### config.mk
export PLATFORM = sky130hd
export DESIGN_NAME = regfile_wr_arbiter
export DESIGN_NICKNAME = d
export VERILOG_FILES = /design/src/rtl/regfile_wr_arbiter.sv
export SDC_FILE = /design/constraint.sdc
export NUM_CORES = 1
export LEC_CHECK = 0
export CAP_MARGIN = 20
export CELL_PAD_IN_SITES_DETAIL_PLACEMENT = 2
export CELL_PAD_IN_SITES_GLOBAL_PLACEMENT = 2
export CORE_UTILIZATION = 32
export DETAILED_ROUTE_END_ITERATION = 6
export HOLD_SLACK_MARGIN = 0.12
export PLACE_DENSITY_LB_ADDON = 0.2
export RECOVER_POWER = 100
export SLEW_MARGIN = 20
export SYNTH_ARGS = -nofsm -noshare
export SYNTH_HDL_FRONTEND = slang
export SYNTH_SLANG_ARGS = --single-unit
### constraint.sdc
create_clock -name clk -period 2.59 [get_ports clk]
set_clock_uncertainty 0.1 [all_clocks]
set_input_delay 0.3885 -clock clk [delete_from_list [all_inputs] [get_ports clk]]
set_output_delay 0.3885 -clock clk [all_outputs]
set_load 0.1 [all_outputs]
### src/rtl/regfile_wr_arbiter.sv
// Arbitrates the register-file write port between the WB pipeline and a small MCU result FIFO.
// The pipeline normally wins; a starvation counter forces a FIFO grant and stalls WB for one cycle.
module regfile_wr_arbiter #(
  parameter int DEPTH    = 4,
  parameter int MAX_WAIT = 3
) (
  input  logic        clk,
  input  logic        reset,
  input  logic        pipe_valid,
  input  logic [4:0]  pipe_waddr,
  input  logic [31:0] pipe_wdata,
  output logic        pipe_stall,
  input  logic        mcu_valid,
  input  logic [4:0]  mcu_waddr,
  input  logic [31:0] mcu_wdata,
  output logic        mcu_ready,
  output logic        reg_wr,
  output logic [4:0]  waddr,
  output logic [31:0] wdata,
  output logic [31:0] pend_mask
);

  localparam int PW = $clog2(DEPTH);
  localparam int CW = PW + 1;
  localparam int SW = $clog2(MAX_WAIT + 1);

  logic [4:0]       q_addr [DEPTH];
  logic [31:0]      q_data [DEPTH];
  logic [DEPTH-1:0] q_vld;
  logic [PW-1:0]    rd_ptr, wr_ptr;
  logic [CW-1:0]    count;
  logic [SW-1:0]    starve_cnt;

  logic empty, full, force_mcu, pop, push_store;
  logic [31:0] pend;

  assign empty     = (count == '0);
  assign full      = (count == CW'(DEPTH));
  assign force_mcu = !empty && (starve_cnt == SW'(MAX_WAIT));

  // All outputs are forced quiet while reset is high, even if the FIFO still holds entries.
  always_comb begin
    reg_wr     = 1'b0;
    waddr      = '0;
    wdata      = '0;
    pipe_stall = 1'b0;
    mcu_ready  = 1'b0;
    pop        = 1'b0;
    pend       = '0;
    if (!reset) begin
      mcu_ready  = !full;
      pipe_stall = force_mcu && pipe_valid;
      if (pipe_valid && !force_mcu) begin
        reg_wr = (pipe_waddr != 5'd0);
        waddr  = pipe_waddr;
        wdata  = pipe_wdata;
      end else if (!empty) begin
        reg_wr = 1'b1;
        waddr  = q_addr[rd_ptr];
        wdata  = q_data[rd_ptr];
        pop    = 1'b1;
      end
      for (int i = 0; i < DEPTH; i++) begin
        if (q_vld[i]) pend = pend | (32'd1 << q_addr[i]);
      end
    end
    pend_mask = {pend[31:1], 1'b0};
  end

  // Writes to x0 complete the handshake but are dropped rather than queued.
  assign push_store = mcu_valid && mcu_ready && (mcu_waddr != 5'd0);

  always_ff @(posedge clk) begin
    if (reset) begin
      rd_ptr     <= '0;
      wr_ptr     <= '0;
      count      <= '0;
      starve_cnt <= '0;
      q_vld      <= '0;
    end else begin
      if (push_store) wr_ptr <= wr_ptr + PW'(1);
      if (pop)        rd_ptr <= rd_ptr + PW'(1);
      count <= count + CW'(push_store) - CW'(pop);
      for (int i = 0; i < DEPTH; i++) begin
        if (pop && (PW'(i) == rd_ptr))             q_vld[i] <= 1'b0;
        else if (push_store && (PW'(i) == wr_ptr)) q_vld[i] <= 1'b1;
      end
      if (pop || empty)
        starve_cnt <= '0;
      else if (starve_cnt != SW'(MAX_WAIT))
        starve_cnt <= starve_cnt + SW'(1);
    end
  end

  always_ff @(posedge clk) begin
    if (push_store) begin
      q_addr[wr_ptr] <= mcu_waddr;
      q_data[wr_ptr] <= mcu_wdata;
    end
  end

endmodule

== Word level (Yosys, flattened, before mapping) ==
Memory sizes are Yosys's and may differ from the RTL's. A register that Yosys moved wholly into a read port is not among the register bits.
Index checks and enable logic that the tools add are counted.
Word-level totals
  bits in registers: 13
  RAM bits: 148
  bits of input ports: 78
  output and inout port bits: 72
  word-level logic and storage cells: 85
  memories kept: 2
Cells by class
  add/subtract/negate cells: 5
  equal/unequal tests: 9
  shifts and indexed selects: 4
  mux-type cells: 27
  bitwise logic cells: 3
  reduce and logical (&&, ||, !) cells: 27
Memories
  q_data: depth 4, width 32, rd ports 1, clocked after memory_dff 1, wr ports 1, line 28  | logic [31:0] q_data [DEPTH];
  q_addr: depth 4, width 5, rd ports 5, clocked after memory_dff 1, wr ports 1, line 27  | logic [4:0] q_addr [DEPTH];
Operators by type and width (number)
  $mux 32: 11
  $shl 1x5->32 const A: 4
  $or 32x32->32: 3
  $mux 5: 3
  $logic_and 1x1->1: 13
  $reduce_bool 5->1: 2
  $reduce_or 2->1: 5
  $mux 1: 9
  $eq 2x2->1 const A: 4
  $mux 2: 4
  $add 2x1->2 const B: 3
  $eq 1x2->1 const A: 2
  $logic_not 2->1: 2
  $add 3x1->3: 1
  $eq 3x3->1 const B: 1
  $logic_not 1->1: 3
  $logic_not 3->1: 1
  $sub 3x1->3: 1
  $eq 2x2->1 const B: 1
  $ne 2x2->1 const B: 1
  $logic_or 1x1->1: 1

== Logic depth before layout (Yosys ltp) ==
Gate-level depths: netlist (run 1).
An unclocked memory read counts as a cell.
  depth after elaboration: 13
  mapped depth: 13
  mapped depth without buffers: 12

== Least setup slack after synthesis (run 1) ==
No wires, ideal clock.
  path kind: flip-flop to output port
  start point: memory q_addr[1][3]
  end point: output port pend_mask[4]
  arrival time: 2577 ps
  setup slack: -475 ps
  cell stages (with the launch flop): 5
  path buffers: 0
  path through: edfxtp_1 nand2b_1 nor3b_1 a22oi_1 a21oi_1
RTL lines
  start, declared: line 27
  end, declared: line 20  | output logic [31:0] pend_mask

== Worst setup path in the final report (run 1) ==
  start point: register count[1]
  end point: output port waddr[2]
Between the ends
  word-level cells in the longest chain between the ends: 7
RTL lines
  start, declared: line 31  | logic [CW-1:0] count;
  start signal, assigned: line 83  | count <= count + CW'(push_store) - CW'(pop);
  $logic_not 3->1 *: line 37  | assign empty = (count == '0);
  $logic_not 1->1
  $logic_and 1x1->1: line 39  | assign force_mcu = !empty && (starve_cnt == SW'(MAX_WAIT));
  $logic_not 1->1: line 53  | if (pipe_valid && !force_mcu) begin
  $logic_and 1x1->1: line 53
  $mux 5 *: line 53
  $mux 5 *: line 50  | if (!reset) begin
  end, declared: line 18  | output logic [4:0] waddr,
Every way passes the cells marked *; elsewhere a longest branch is shown, timed or not.

==> results of run 1 <==
-- cells in the final DEF, fill, tap and decap left out, drive strengths merged, types with 18 or more instances in the layout --
master | synthesis | final
a21oi | 32 | 32
a22o | 36 | 36
a22oi | 35 | 35
buf | 17 | 134
clkbuf | 18 | 26
clkdlybuf4s50 | 0 | 39
dlygate4sd3 | 0 | 35
edfxtp | 148 | 148
mux4 | 37 | 37
nand2b | 18 | 18
nor2 | 47 | 47
nor3 | 18 | 18
-- what timing repair did --
item	in CTS	in global routing
setup endpoints to repair	58	68
buffers inserted	8	22
cloned	8	3
pin swaps	37	8
resized for setup	64	69
-- sequential cells by signal, summed over array words and instances, names as in the netlist, named ones only --
| name | count |
|---|---|
| count | 3 |
| wr_ptr | 2 |
| starve_cnt | 2 |
| q_data | 128 |
| rd_ptr | 2 |
| q_vld | 4 |
| q_addr | 20 |
-- per-layer routing --
layer  part of all wire [%]  wire (um)  vias to the layer above  global-route usage, %
li1                       -          -                     2543                      -
met1                     40      11500                     3109                   28.8
met2                     54      15700                      178                   42.6
met3                    4.2       1210                       24                   3.46
met4                    1.3        386                        4                   6.30
met5                   0.10         29                        -                      0
-- worst max-delay path by stage --
stage,startpoint,endpoint,cells past startpoint
after floorplan,starve_cnt[0]$_SDFFE_PP0P_,count[2]$_SDFF_PP0_,12
after global placement,mcu_waddr[2],count[2]$_SDFF_PP0_,13
after detailed placement,mcu_waddr[2],count[2]$_SDFF_PP0_,13
after CTS,count[1]$_SDFF_PP0_,wdata[29],8
after global routing,mcu_waddr[3],count[2]$_SDFF_PP0_,13
final,count[1]$_SDFF_PP0_,waddr[2],8
-- area by class of cell --
cell class                 count  area, sq um
tap                          319          399
clock buffer                  17          425
clock inverter                15          200
antenna                        1         2.50
multi-input combinational    320         3390
timing repair buffer         217         2970
sequential                   163         4760
fill                        2137        11200
inverter                       7         26.3
-- power by group through the flow --
stage,registers [uW],logic [uW],clock network [uW]
6_report,3220,3180,2620
5_1_grt,3240,3310,2770
4_1_cts,3210,3020,2640
3_5_place_dp,3230,2720,0
3_3_place_gp,3210,2650,0
2_1_floorplan,3180,1720,0
-- kinds of logic after synthesis --
group	Yosys count
adders and majority gates	12
muxes	37
DFF	163
AOI/OAI and AO/OA	134
buffers and inverters	42
other	1
xor gates and xnor gates	3
and+or+nand+nor	133
-- metrics by stage --
stage / setup WS [ps] / power [uW] / std cells / utilization [%] / cell area (sq um)
2_1_floorplan: 87.3 / 4910 / 525 / - / 7740
3_3_place_gp: -423 / 5870 / 989 / 44.7 / 10500
3_5_place_dp: -537 / 5960 / 989 / 44.7 / 10500
4_1_cts: -78.4 / 8870 / 1037 / 50.0 / 11700
5_1_grt: -130 / 9320 / 1059 / 52.0 / 12200
6_report: -38.1 / 9020 / 1059 / 52.0 / 12200
==> key figures, run 1 <==
Drt
  • DRC: 0
  • DR WL/cell: between 20 and 30 um
  • Drt pass-1 iters: 7
  • Vias: slightly below 6000
  • Final WL: slightly below 30000 um
  • DRT iter0 DRCs: approximately 340
  • Drt via density: about 5.5
  • ANT nets after route: 0

Logic synthesis
  • Complex-gate fraction of the synthesized area: between 10% and 20%
  • Syn Inst Count: 525
  • Seq/Total Area, Yosys: 62.2%
  • Synth async-reset ratio: 0%
  • Area leader, netlist: edfxtp_1
  • Proportion of synthesized area in mux cells: a little over a tenth
  • Simple-Gate Fraction of Synth Area: around 9.0%
  • Post-synthesis adder-cell area fraction: 2.07%
  • Flops & latches, synth: about 160
  • Post-Syn Area: 7630 sq um
  • Post-Synthesis Mean Instance Area: between 10 and 15 sq um
  • Post-synth top area share: 58.2%
  • Syn. warnings: 0
  • Post-synth EDFFs: 148
  • Post-synth top cells: edfxtp_1, nor2_1, mux4_2
  • Top FF cell, synth: edfxtp_1
  • Largest family of logic cells by synthesized area: compound AO/OA/AOI/OAI gates
  • Top cells by area, synth: edfxtp_1, mux4_2, a22o_1, dfxtp_1, a22oi_1
  • Most frequent cell after synthesis: edfxtp_1
  • Mapped Nets: 615
  • Synth Area in XOR/XNOR: 0.344%
  • Cell variety after synth: 40

Hold path
  • Hold WC Path Type: in2reg
  • Hold Startpoint: mcu_waddr[0]
  • Hold Path Sink: q_addr[0][0]$_DFFE_PP_
  • Worst hold path stage count: 2

Clocking
  • CTS clock-pin slew for the worst setup and hold paths: about 80 ps
  • Root buf cell: clkbuf_16
  • Later-pin clock latency in the skew report: 420 ps
  • CTS H-tree depth: 4
  • CTS tree: yes
  • TritonCTS Buffers: 17
  • Clock buffer depth: 2
  • CTS Sinks: roughly 160
  • Hold buffers post-CTS: 0

Global route
  • Global-route wire length before repair: 41400 um
  • GRT overflow: 0
  • Number of global-route vias before repair: around 6400
  • Largest net degree at the start of global routing: 47
  • Initial antenna violation count: 4
  • Overall routing resource usage: 23.4%

Worst setup path
  • CP max-delay cell: dfxtp_2
  • CP peak stage delay: between 300 and 400 ps
  • Critical R2R Launch: count[0]$_SDFF_PP0_
  • CP top delay family: buffers and inverters
  • Critical Path Fanout Max: 5
  • Crit. End Element: primary output
  • Worst path required time: about 2100 ps
  • Worst r2r dst: count[2]$_SDFF_PP0_
  • Crit path kind: reg2out
  • CP Launch Type: flop
  • CP cell instances: buf_6 > o31a_1 > nor3b_4 > buf_6 > buf_12 > buf_16 > a22o_4 > buf_12
  • Worst Reg-to-Reg Cells: 12
  • Reg2reg setup slack: approximately 120 ps
  • Crit path buf inv count: 5
  • Crit path arrival time: 2140 ps

Floorplanning
  • Site Rows: 56
  • Starting density of the core: 32.6%
  • Top Ports: 150
  • Die height: about 160 um
  • Die Area: 24500 sq um
  • Core Footprint: 23400 sq um
  • Die Wd: roughly 160 um

STA
  • Crit path time final: roughly 2600 ps
  • Setup total negative slack: -211 ps
  • Hold Violations, Final: 0
  • Tcrit/Tclk final: 101%
  • Final WS setup: -38.1 ps
  • Slew headroom: between 50% and 60%
  • Max Freq: between 300 and 400 MHz
  • Max Slew Vio Count: 0
  • Worst slew pin tran: ~730 ps
  • Hold slack: ~340 ps
  • Final Setup Violations: 11
  • RSZ-0062 raised after global routing: yes

Flow run
  • Max-Cap Viols: 0

Place
  • Gp weighted congestion: 0.824
  • Port Buffers: 148
  • DP HPWL: approximately 17000 um

Final layout
  • Layout cell share with drive strength beyond 1: a little under half
  • Syn-to-layout area delta: 59.4%
  • Final Net Count: between 800 and 900

Outcome
  • Status: finished with violations
  • Failing checks: negative setup slack

Power and ir drop
  • PwrDens: 741 nW/um^2
  • Flop pwr share: 35.7%
  • Sw Share: 36.0%
  • Internal power: 5770 uW
  • Leak pwr: just over 0.004 uW
  • VDD IR-drop max: 0.434 mV
  • Comb pwr share: about a third
  • Clock power share: 29.1%
  • Psw: 3240 uW
(Power assumes the default switching activity.)
==> inputs of run 2 (changes only) <==
- HOLD_SLACK_MARGIN: 0.12 -> unset
==> results of run 2 <==
The final DEF is identical to that of run 1; final timing and power are the same.
==> inputs of run 3 (changes only) <==
- CELL_PAD_IN_SITES_DETAIL_PLACEMENT: 2 -> 0
- CELL_PAD_IN_SITES_GLOBAL_PLACEMENT: 2 -> 1
- CORE_UTILIZATION: 32 -> 40
- CTS_BUF_LIST: unset -> sky130_fd_sc_hd__clkbuf_8
==> run 3 against run 2 <==
Net effect: the run still ends with negative setup slack left; sequential power about the same; cell area fell by 6.1%; via count decreased by 6.7%; combinational power down 10%; cell count is 9.7% lower; clock-buffer cell count is the same; non-clock buffer count is 19 lower.
==> key figures, run 3 (synthesis gave the netlist of run 1 again) <==
Drt
  • DRC: 0
  • Drt via density: roughly 5.7
  • ANT nets after route: 0
  • DR WL/cell: about 23 um
  • Drt pass-1 iters: 4
  • DRT iter0 DRCs: approximately 300
  • Final WL: 21500 um
  • Vias: around 5500

Global route
  • Grt met3 use: 4.85%
  • Largest net degree at the start of global routing: 47
  • Initial antenna violation count: 2
  • Met1 usage: 28.1%
  • Number of global-route vias before repair: 5564
  • GRT overflow: 0
  • Most Crowded Layer GR: met2
  • Overall routing resource usage: between 20% and 30%
  • Global-route wire length before repair: ~32000 um
  • Met2 usage: between 30% and 40%

Clocking
  • CTS H-tree depth: 4
  • CTS tree: yes
  • Hold buffers post-CTS: 0
  • CTS Sinks: ~160
  • Later-pin clock latency in the skew report: between 400 and 500 ps
  • Clock buffer depth: 2
  • Root buf cell: clkbuf_8
  • TritonCTS Buffers: 17
  • CTS clock-pin slew for the worst setup and hold paths: 90 ps

Flow run
  • Max-Cap Viols: 0

Worst setup path
  • CP Launch Type: flop
  • Top cell by count, worst path: buf_12
  • CP top delay family: buffers and inverters
  • Crit path kind: reg2out
  • Crit path buf inv count: 3
  • CP cell instances: o31a_1 > nor3b_4 > buf_12 > clkbuf_16 > a22o_4 > buf_12
  • Critical R2R Launch: count[1]$_SDFF_PP0_
  • CP peak stage delay: ~350 ps
  • Worst path required time: around 2100 ps
  • Crit path arrival time: between 2000 and 2500 ps
  • Critical Path Fanout Max: 9
  • CP max-delay cell: dfxtp_4
  • Crit. End Element: primary output
  • Reg2reg setup slack: 180 ps
  • Worst Reg-to-Reg Cells: 13
  • CP Depth: 6
  • Worst r2r dst: count[2]$_SDFF_PP0_

Final layout
  • Largest register FFs: 128
  • Most frequent cells in the layout: edfxtp_1, buf_12, clkdlybuf4s50_1
  • Layout cell share with drive strength beyond 1: a little over two fifths
  • Most common cell after layout, fill and taps aside: edfxtp_1
  • Largest Register: q_data
  • FILL cells: 1440
  • Final Net Count: approximately 800
  • Top flop regs: q_data: 128 flops, q_addr: 20 flops, q_vld: 4 flops
  • Multi-input gate area: 3350 sq um
  • Final Cell Area: roughly 11000 sq um
  • Storage element area: between 4000 and 5000 sq um
  • Syn-to-layout area delta: 49.7%

Outcome
  • Failing checks: negative setup slack
  • Status: finished with violations

STA
  • Tcrit/Tclk final: 100%
  • Worst slew pin tran: 756 ps
  • Crit path time final: around 2600 ps
  • Slew headroom: between 40% and 50%
  • Final WS setup: -11.2 ps
  • Max Freq: ~380 MHz
  • Max Slew Vio Count: 0
  • RSZ-0062 raised after global routing: yes
  • Hold Violations, Final: 0
  • Final Setup Violations: 9

Power and ir drop
  • VDD IR-drop max: 0.534 mV
  • PwrDens: 688 nW/um^2
  • Total power: between 7000 and 8000 uW
  • Leak pwr: 0.00379 uW

Place
  • Gp weighted congestion: 0.837
  • DP HPWL: ~14000 um
  • Placed Instance Area: approximately 10000 sq um
  • Port Buffers: 148

Floorplanning
  • Site Rows: 50
  • Die Area: roughly 20000 sq um
  • Starting density of the core: slightly above 40%
  • Top Ports: 150
  • Core Footprint: ~19000 sq um
  • Die height: about 140 um
  • Die Wd: about 140 um

Hold path
  • Hold WC Path Type: reg2reg
  • Hold Path Sink: starve_cnt[0]$_SDFFE_PP0P_
  • Worst hold path stage count: 1
  • Hold Startpoint: starve_cnt[0]$_SDFFE_PP0P_
[run 3: cell types whose count changed in the layout (fill, tap and decap cells not counted), sizes merged]
cell	delta
inv	+2
dlygate4sd3	+2
buf	-30
clkinv	-1
clkbuf	+9
clkinvlp	-1
diode	+1
[run 3: worst register-to-register path: stages (launching register included)]
cell	delay (ps)
dfxtp_4	360
buf_4	150
nor2_2	60
a21oi_2	170
and2_4	170
inv_1	40
ha_1	260
inv_1	60
ha_1	130
inv_1	50
fa_1	400
xor2_1	170
xnor2_1	140
nor2_1	50
[run 3: worst max-delay path by stage]
stage,start,endpoint,slack (ps)
final,count[1]$_SDFF_PP0_,wdata[22],-10
after global routing,count[1]$_SDFF_PP0_,wdata[22],-80
after CTS,count[1]$_SDFF_PP0_,wdata[13],-20
after detailed placement,mcu_waddr[2],count[2]$_SDFF_PP0_,-340
after global placement,mcu_waddr[2],count[2]$_SDFF_PP0_,-280
after floorplan,starve_cnt[0]$_SDFFE_PP0P_,count[2]$_SDFF_PP0_,90
[run 3: routing by layer]
metal	part of all wire [%]	wire length, um
met5	0	0
met4	1.7	361
met3	4.5	970
met2	52	11100
met1	42	9070
[run 3: per-stage QoR]
step | hold WS (ps) | worst slack [ps] | std cells | TNS, ps | util [%]
floorplan | 301 | 87.3 | 525 | 0 | -
global placement | 311 | -283 | 900 | -363 | 55.2
detailed placement | 329 | -336 | 900 | -445 | 55.2
CTS | 349 | -20.0 | 941 | -164 | 59.2
global route | 355 | -83.9 | 955 | -2430 | 61.1
finish | 342 | -11.2 | 956 | -48.0 | 61.1
[run 3: cell type report]
type                    count  share of cell area (%)
flip-flops and latches    163                    41.6
multi-input cells         320                    29.3
repair buffers            198                    22.8
well taps                 234                    2.56
clock buffers              17                    2.05
clock inverters            15                    1.37
inverters                   7                   0.230
diodes                      2                  0.0438
[run 3: what timing repair did]
item                       in CTS  in global routing
setup endpoints to repair      58                 68
setup buffers                   7                 12
gates cloned                    3                  3
pin swaps                       7                 35
resized for setup              45                 89
[run 3: power by group]
group          total [uW]  switching, uW  internal, uW
logic                2850           1630          1220
registers            3200            129          3070
clock network        1810           1090           727
